$ cat config.mk
export PLATFORM = sky130hd
export DESIGN_NAME = ctrl_pipe_regs
export DESIGN_NICKNAME = d
export VERILOG_FILES = /design/src/rtl/ctrl_pipe_regs.sv
export SDC_FILE = /design/constraint.sdc
export NUM_CORES = 1
export LEC_CHECK = 0
export ABC_AREA = 1
export BUFFER_PORTS_ARGS = -buffer_cell sky130_fd_sc_hd__clkbuf_2
export CORE_MARGIN = 3
export CORE_UTILIZATION = 45
export CTS_CLUSTER_SIZE = 30
export DETAILED_ROUTE_END_ITERATION = 10
export HOLD_SLACK_MARGIN = 0.03
export PLACE_DENSITY = 0.81
export SLEW_MARGIN = 20
export SYNTH_ARGS = -nofsm -noshare
export SYNTH_HDL_FRONTEND = slang
export SYNTH_SLANG_ARGS = --single-unit
$ cat constraint.sdc
create_clock -name clk -period 1.41 [get_ports clk]
set_clock_uncertainty 0.05 [all_clocks]
set_input_delay 0.0705 -clock clk [delete_from_list [all_inputs] [get_ports clk]]
set_output_delay 0.0705 -clock clk [all_outputs]
set_load 0.1 [all_outputs]
$ cat src/rtl/ctrl_pipe_regs.sv
// rtl/ctrl_pipe_regs.sv - parametrised control-word pipeline registers with stall/flush/hold
module ctrl_pipe_regs #(
    parameter int WIDTH       = 16,
    parameter int STAGES      = 3,
    parameter int FLUSH_DEPTH = 2,
    parameter int CNT_W       = 16
) (
    input  logic                      clk,
    input  logic                      R,
    input  logic                      in_valid,
    input  logic [WIDTH-1:0]          in_ctrl,
    input  logic                      stall,
    input  logic                      flush,
    input  logic                      hold,
    output logic [STAGES*WIDTH-1:0]   out_ctrl,
    output logic [STAGES-1:0]         out_valid,
    output logic [$clog2(STAGES+1)-1:0] occupancy,
    output logic [CNT_W-1:0]          bubble_count
);

    localparam int OCC_W = $clog2(STAGES+1);

    logic [WIDTH-1:0] word_q [STAGES];
    logic [STAGES-1:0] valid_q;
    logic [CNT_W-1:0]  bubble_q;
    logic [OCC_W-1:0]  occ;

    always_ff @(posedge clk or negedge R) begin
        if (!R) begin
            for (int k = 0; k < STAGES; k++) begin
                word_q[k] <= '0;
            end
            valid_q  <= '0;
            bubble_q <= '0;
        end else if (!hold) begin
            for (int k = 0; k < STAGES; k++) begin
                // Flushed stages become bubbles; stage 0 otherwise takes ID, the rest shift.
                if (flush && (k < FLUSH_DEPTH)) begin
                    word_q[k]  <= '0;
                    valid_q[k] <= 1'b0;
                end else if (k == 0) begin
                    word_q[k]  <= (in_valid && !stall) ? in_ctrl : '0;
                    valid_q[k] <= in_valid && !stall;
                end else begin
                    word_q[k]  <= word_q[k-1];
                    valid_q[k] <= valid_q[k-1];
                end
            end
            if ((stall || flush) && (bubble_q != {CNT_W{1'b1}})) begin
                bubble_q <= bubble_q + CNT_W'(1);
            end
        end
    end

    always_comb begin
        occ = '0;
        for (int k = 0; k < STAGES; k++) begin
            occ = occ + OCC_W'(valid_q[k]);
        end
    end

    genvar g;
    generate
        for (g = 0; g < STAGES; g++) begin : g_out
            assign out_ctrl[g*WIDTH +: WIDTH] = word_q[g];
        end
    endgenerate

    assign out_valid    = valid_q;
    assign occupancy    = occ;
    assign bubble_count = bubble_q;

endmodule
Word-level counts from Yosys, hierarchy flattened
Cells that the tools add are included.
{"block": "word_totals", "register_bits": 67, "in_bits": 22, "output_inout_bits": 69, "word_cells": 20}
{"block": "classes", "n_addsub": 3, "n_eq_ne": 1, "mux": 5, "n_bitwise": 1, "reduce_logical": 5}
{"op": "$mux W16", "n": 3}
{"op": "$add A16 B1 Y16 const B", "n": 1}
{"op": "$ne A16 B16 Y1 const B", "n": 1}
{"op": "$add A1 B1 Y2", "n": 1}
{"op": "$add A2 B1 Y2", "n": 1}
{"op": "$logic_and A1 B1 Y1", "n": 2}
{"op": "$mux W1", "n": 2}
{"op": "$reduce_and A2 Y1", "n": 1}
{"op": "$logic_not A1 Y1", "n": 1}
{"op": "$logic_or A1 B1 Y1", "n": 1}
{"op": "$not A1 Y1", "n": 1}

Longest topological paths before layout
Gate-level depths: netlist of run 1.
{"block": "logic_depth", "depth_word": 4, "depth_mapped": 10, "mapped_depth_nobuf": 9}

Worst setup path before layout of run 1
No wires, ideal clock.
{"block": "synth_path", "path_type": "register -> register", "start": "register bubble_q[1], in the netlist bubble_count[1]", "end": "register bubble_q[10], in the netlist bubble_count[10]", "setup_time_ns": 0.067, "arrival_ns": 2.093, "t_required_ns": 1.293, "path_slack_ns": -0.800, "stages_incl_launch_ff": 11, "path_buffers": 1, "period_less_slack_ns": 2.210, "path_cell_list": "dfrtp_1 > ha_1 > nand2_1 > nor2_4 > nand2_2 > nor2_4 > nor2_4 > buf_6 > nand2_1 > nand2_1 > nand2_1"}
{"block": "synth_between", "elab_chain_len": 3, "elab_cells_between_ends": 4, "cone_classes": "1 x add/sub; 1 x eq/ne; 2 x reduce/logical"}
{"item": "from (decl)", "line": "25", "text": "logic [CNT_W-1:0] bubble_q;"}
{"item": "from (signal assigned)", "line": "50", "text": "bubble_q <= bubble_q + CNT_W'(1);"}
{"item": "parallel branches: the longest is 3 deep, another holds $add A16 B1 Y16"}
Parallel ways; which one is timed is not known.
A chain may end at the register's enable or synchronous reset.

Final worst setup path of run 1
{"block": "layout_path", "start": "register valid_q[2], in the netlist out_valid[2]", "end": "output occupancy[0]"}
{"block": "layout_between", "elab_chain_len": 1}
{"item": "from (decl)", "line": "24", "text": "logic [STAGES-1:0] valid_q;"}
{"item": "from (signal, indexed assignment)", "line": "43", "text": "valid_q[k] <= in_valid && !stall;"}
{"item": "from (signal, indexed assignment)", "line": "46", "text": "valid_q[k] <= valid_q[k-1];"}
{"item": "$add A2 B1 Y2", "line": "58", "text": "occ = occ + OCC_W'(valid_q[k]);"}
{"item": "to (decl)", "line": "17", "text": "output logic [$clog2(STAGES+1)-1:0] occupancy,"}
No other way between the ends.

==> results.ini, run 1 <==
[status]
status = complete, but fails checks
violations = setup timing

[hold_path]
min_from = flush
whs_path_depth = 5
worst_hold_path_type = in -> reg
holdPathEnd = out_ctrl[29]$_DFFE_PN0N_

[synth]
synth_top_family_by_area = simple AND/OR/NAND/NOR gates
ys_ff_latch = 67
synth_adder_area_share = 0.01112
synth_cell_types = 21
synth_compound_gate_area_share = 0.1014
synth-simple-area-share = 0.1942
syn_area_per_cell_um2 = 8.758
synth_warnings = 0
synthCells = 334
syn-cell-area_mm2 = 0.002925
syn_nets = 358
muxShareOfSynthArea = 0
synth_xor_area_frac = 0.008982
synth-seq-area-share = 0.5731

[worst_setup_path]
criticalPathCategory = reg -> out
critPathRequiredTime_ns = 1.29
reg2regPathDepth = 11
arrival_ns = 1.60
worstReg2RegEnd = bubble_count[2]$_DFFE_PN0P_
end_kind = primary output
crit_path_max_fanout = 2
start_kind = register
rr_startpoint = bubble_count[0]$_DFFE_PN0P_
rrSetupSlack_ns = -0.24

[timing]
tns_ns = -3.372
tightest_slew_ns = 0.5651
min_period_ns = 1.719
slew_headroom = 0.6249
hold_viol_final = 0
fmax_mhz = 581.8
rsz0062_at_grt = true
slew_violations = 0
holdWs_ns = 0.2003
setup_viol = 18
setup_ws_ns = -0.3087
min_period_over_period = 1.219

[finish]
areaGrowthSynthToFinish_pct = 55.22
final_cells = 555
fillers = 417
stdcell_area_mm2 = 0.004541
drive_above_1_share = 0.4542
n_antenna_cell = 0
fin_nets = 499
final_cell_mix = clkbuf_2, inv_1, nand2_1, dfrtp_1, buf_4
final_common_cell = clkbuf_2

[drt]
drc = 0
drt-vias-per-instance = 5.148
wl_per_cell_um = 15.52
drtIter0Drc = 205
met1_length_um = 3415
wl_met3_um = 452
top_layer_used = met4
ant_nets = 0
vias = 2857
routed_wl_um = 8616
firstDrtPassIters = 4
route.met2.wl_um = 4389

[die]
ios = 91
initial_core_util = 0.4799
die_y_um = 86.63
design.die.area_mm2 = 0.007504
rows = 28
die_w_um = 86.63
coreArea_mm2 = 0.006096

[placed_design]
placed_cells = 512
port_buffers = 90
placed_area_mm2 = 0.003779
gp_congestion = 0.8437
post-dp-hpwl_um = 5366
dp_slack_ns = -0.1475

[flow_run]
cap_viol_max_count = 0

[clock_tree]
cts_tree = yes
clock_latency_ns = 0.34
cts_sinks = 67
cts_made_buffers = 9
cts.root.buffer_cell = clkbuf_8
ctsLongestPathBuffers = 2
htree_levels = 3
clkTransAtPathRegs_ns = 0.08

[grt]
grt_usage = 0.2448
grt-ovfl-total = 0
grt_pass1_vias = 3028
antenna_found_initial = 0
grt_max_degree = 35
grt_pass1_wl_um = 14230

[pwr]
max-vdd-ir-drop_mv = 1.442
power_density_mw_per_mm2 = 1296
p_leak_nw = 2.280

critical path, cell delays in order (launching register included):
cell and delay (ns):
dfrtp_4 0.49, fa_2 0.60, buf_12 0.18
state kept, by name (all words and copies together), names as in the netlist:
register,count
out_valid,3
bubble_count,16
out_ctrl,48
worst max-delay path by stage:
stage	from	end	slack [ns]	cells past startpoint
floorplan	bubble_count[1]$_DFFE_PN0P_	bubble_count[11]$_DFFE_PN0P_	-0.31	10
global placement	bubble_count[1]$_DFFE_PN0P_	bubble_count[9]$_DFFE_PN0P_	-0.07	10
detailed placement	bubble_count[0]$_DFFE_PN0P_	bubble_count[10]$_DFFE_PN0P_	-0.15	10
CTS	out_valid[2]$_DFFE_PN0N_	occupancy[0]	-0.33	2
global route	out_valid[2]$_DFFE_PN0N_	occupancy[0]	-0.35	2
finish	out_valid[2]$_DFFE_PN0N_	occupancy[0]	-0.31	2
cells by family (layout without fill, tap and decap cells):
logic type | after synthesis | count (layout)
adder cells (fa/ha/maj) | 2 | 2
XOR/XNOR | 3 | 3
AND/OR/NAND/NOR | 129 | 129
flip-flops | 67 | 67
AO/OA/AOI/OAI | 51 | 51
buffers and inverters | 82 | 228
cells in the mapped netlist:
library cell	instances	area, um2
nand3_2	1	10.01
ha_1	1	12.51
dfrtp_1	67	1677
nand3_1	19	95.09
nand2_1	80	300.3
nor2_1	16	60.06
fa_1	1	20.02
inv_1	68	255.2
buf_6	2	22.52
o22ai_1	33	206.5
o21ai_0	18	90.09
clkinv_1	2	7.510
nor3_1	3	15.01
buf_1	1	3.750
clkbuf_1	7	26.28
nand2_2	2	12.51
xor2_1	3	26.28
buf_2	2	10.01
nor2_4	5	56.30
nand4_1	2	12.51
nor2_2	1	6.260
through the flow:
step | utilization | power, mW
global route | 0.7449 | 6.101
detailed placement | 0.6199 | 3.668
global placement | 0.6199 | 3.633
CTS | 0.7272 | 5.840
finish | 0.7449 | 5.885
floorplan | - | 3.237
per-layer routing:
layer	global-route usage	vias to the layer above
met1	0.2975	1390
met3	0.03992	35
li1	-	1328
met4	0.1431	0
met5	0	-
met2	0.4096	104
layout make-up:
type | count | area [um2] | share of cell area
multi-input combinational | 185 | 1157 | 0.2549
inverter | 70 | 262.8 | 0.05787
timing repair buffer | 142 | 1069 | 0.2353
tap | 75 | 93.84 | 0.02067
clock inverter | 7 | 121.4 | 0.02673
sequential | 67 | 1713 | 0.3772
clock buffer | 9 | 123.9 | 0.02728
power breakdown:
| group | total, mW | switching [mW] | internal, mW |
|---|---|---|---|
| Sequential | 2.14 | 0.0971 | 2.04 |
| Combinational | 1.77 | 1.23 | 0.536 |
| Clock | 1.98 | 0.789 | 1.19 |
| Total | 5.88 | 2.12 | 3.77 |
timing repair:
| item | CTS | global route |
|---|---|---|
| endpoints found under the hold margin | 68 | 0 |
| gates resized for setup | 27 | 41 |
| hold buffers | 17 | 0 |
| pin swaps | 6 | 18 |
| buffers inserted | 9 | 1 |
| gates cloned | 3 | 0 |
| setup endpoints to repair | 18 | 20 |
(Power assumes the default switching activity.)
==> inputs of run 2 (changes only) <==
- GPL_TIMING_DRIVEN: not set -> 0
- PLACE_DENSITY: 0.81 -> 0.74
==> run 2 against run 1 <==
Compared with the run above: the run still ends with setup timing left; first-iteration DRC count decreased by 27%; combinational power decreased by 16%; hold slack got worse by 0.15 ns; design area decreased by 6.6%; final cell count decreased by 1.8%; register-to-register slack about the same; utilization decreased by 4.9 points; via count decreased by 4.1%; maximum frequency decreased by 1.5%.
==> results.ini, run 2 (synthesis results as in run 1) <==
[finish]
seq_area_mm2 = 0.001713
n_antenna_cell = 0
drive_above_1_share = 0.3872
largest_register_ffs = 48
final_cell_mix = clkbuf_2, inv_1, nand2_1, dfrtp_1, o22ai_1
multi_input_area_mm2 = 0.001059
fin_nets = 489
fillers = 466
final_common_cell = clkbuf_2
areaGrowthSynthToFinish_pct = 45.04

[drt]
ant_nets = 0
wl_per_cell_um = 15.00
vias = 2739
drc = 0
firstDrtPassIters = 4
drtIter0Drc = 149
drt-vias-per-instance = 5.026
routed_wl_um = 8175

[clock_tree]
htree_levels = 3
clock_latency_ns = 0.34
cts.root.buffer_cell = clkbuf_8
cts_made_buffers = 9
cts_tree = yes
cts_sinks = 67
clkTransAtPathRegs_ns = 0.08
ctsLongestPathBuffers = 2

[timing]
setup_viol = 18
min_period_over_period = 1.237
slew_headroom = 0.5762
fmax_mhz = 573.4
holdWs_ns = 0.05296
setup_ws_ns = -0.3341
slew_violations = 0
min_period_ns = 1.744
tightest_slew_ns = 0.6357
rsz0062_at_grt = true
hold_viol_final = 0

[worst_setup_path]
arrival_ns = 1.62
rr_startpoint = bubble_count[0]$_DFFE_PN0P_
start_kind = register
criticalPathCategory = reg -> out
rrSetupSlack_ns = -0.25
worstReg2RegEnd = bubble_count[11]$_DFFE_PN0P_
reg2regPathDepth = 10
critPathRequiredTime_ns = 1.29
end_kind = primary output
crit_path_max_fanout = 2

[placed_design]
post-dp-hpwl_um = 5387
gp_congestion = 0.8472
port_buffers = 89

[die]
ios = 91
rows = 28
die_w_um = 86.63
design.die.area_mm2 = 0.007504
die_y_um = 86.63
coreArea_mm2 = 0.006096
initial_core_util = 0.4799

[grt]
grt_pass1_wl_um = 13110
grt_max_degree = 54
grt_usage = 0.2267
grt_pass1_vias = 2732
antenna_found_initial = 0
grt-ovfl-total = 0

[hold_path]
whs_path_depth = 2
worst_hold_path_type = in -> reg
min_from = hold
holdPathEnd = out_ctrl[47]$_DFFE_PN0N_

[status]
status = complete, but fails checks
violations = setup timing

[pwr]
power_density_mw_per_mm2 = 1327
power.total_mw = 5.631
max-vdd-ir-drop_mv = 1.248
p_leak_nw = 2.105

[flow_run]
cap_viol_max_count = 0

run 2: cell types whose count changed in the layout (fill, tap and decap cells not counted), moves of 2 or more:
cell	delta
nand2_4	-4
buf_12	-5
clkbuf_1	+7
nand2_2	-8
nand3_2	-5
clkbuf_4	+2
buf_2	+5
clkbuf_2	+5
buf_4	-24
nand2_1	+12
nand3_1	+6
run 2: worst max-delay path: stages (launching register included):
cell	delay (ns)
dfrtp_4	0.49
fa_2	0.59
clkbuf_16	0.20
run 2: area by class of cell:
class,count,share of cell area
Sequential cell,67,0.4037
Multi-Input combinational cell,185,0.2495
Inverter,70,0.06193
Buffer,11,0.01209
Tap cell,75,0.02212
Clock inverter,7,0.02861
Timing Repair Buffer,121,0.1929
Clock buffer,9,0.02919
run 2: layer usage:
metal | track usage | up-vias | routed length (um)
met4 | 0.09915 | 0 | 206
met3 | 0.05133 | 20 | 424
met5 | 0 | - | 0
met1 | 0.2860 | 1308 | 3387
li1 | - | 1313 | -
met2 | 0.3734 | 98 | 4156
run 2: where the power goes:
group	switching, mW	total, mW	internal [mW]
registers	0.108	2.15	2.04
clock network	0.803	1.99	1.19
logic	1.13	1.49	0.356
run 2: worst max-delay path by stage:
stage | slack [ns] | from | to
floorplan | -0.31 | bubble_count[1]$_DFFE_PN0P_ | bubble_count[11]$_DFFE_PN0P_
CTS | -0.34 | out_valid[2]$_DFFE_PN0N_ | occupancy[0]
finish | -0.33 | out_valid[2]$_DFFE_PN0N_ | occupancy[0]
global route | -0.37 | out_valid[2]$_DFFE_PN0N_ | occupancy[0]
detailed placement | -0.25 | bubble_count[1]$_DFFE_PN0P_ | bubble_count[13]$_DFFE_PN0P_
global placement | -0.46 | R | out_valid[2]$_DFFE_PN0N_
run 2: metrics by stage:
stage / instances / util / setup TNS (ns) / worst slack (ns) / area [um2]
2_1_floorplan: 334 / - / -4.895 / -0.3123 / 3009
3_3_place_gp: 498 / 0.5821 / -20.90 / -0.4588 / 3548
3_5_place_dp: 499 / 0.5870 / -3.383 / -0.2512 / 3578
4_1_cts: 547 / 0.6929 / -3.679 / -0.3366 / 4224
5_1_grt: 545 / 0.6960 / -5.079 / -0.3662 / 4243
6_report: 545 / 0.6960 / -3.669 / -0.3341 / 4243
run 2: repair_timing:
action,CTS,global route
pin swaps,10,11
setup buffers,13,0
hold buffers,17,0
endpoints found under the hold margin,83,0
endpoints found under the setup margin,18,22
gates resized for setup,25,23
gates cloned,2,0
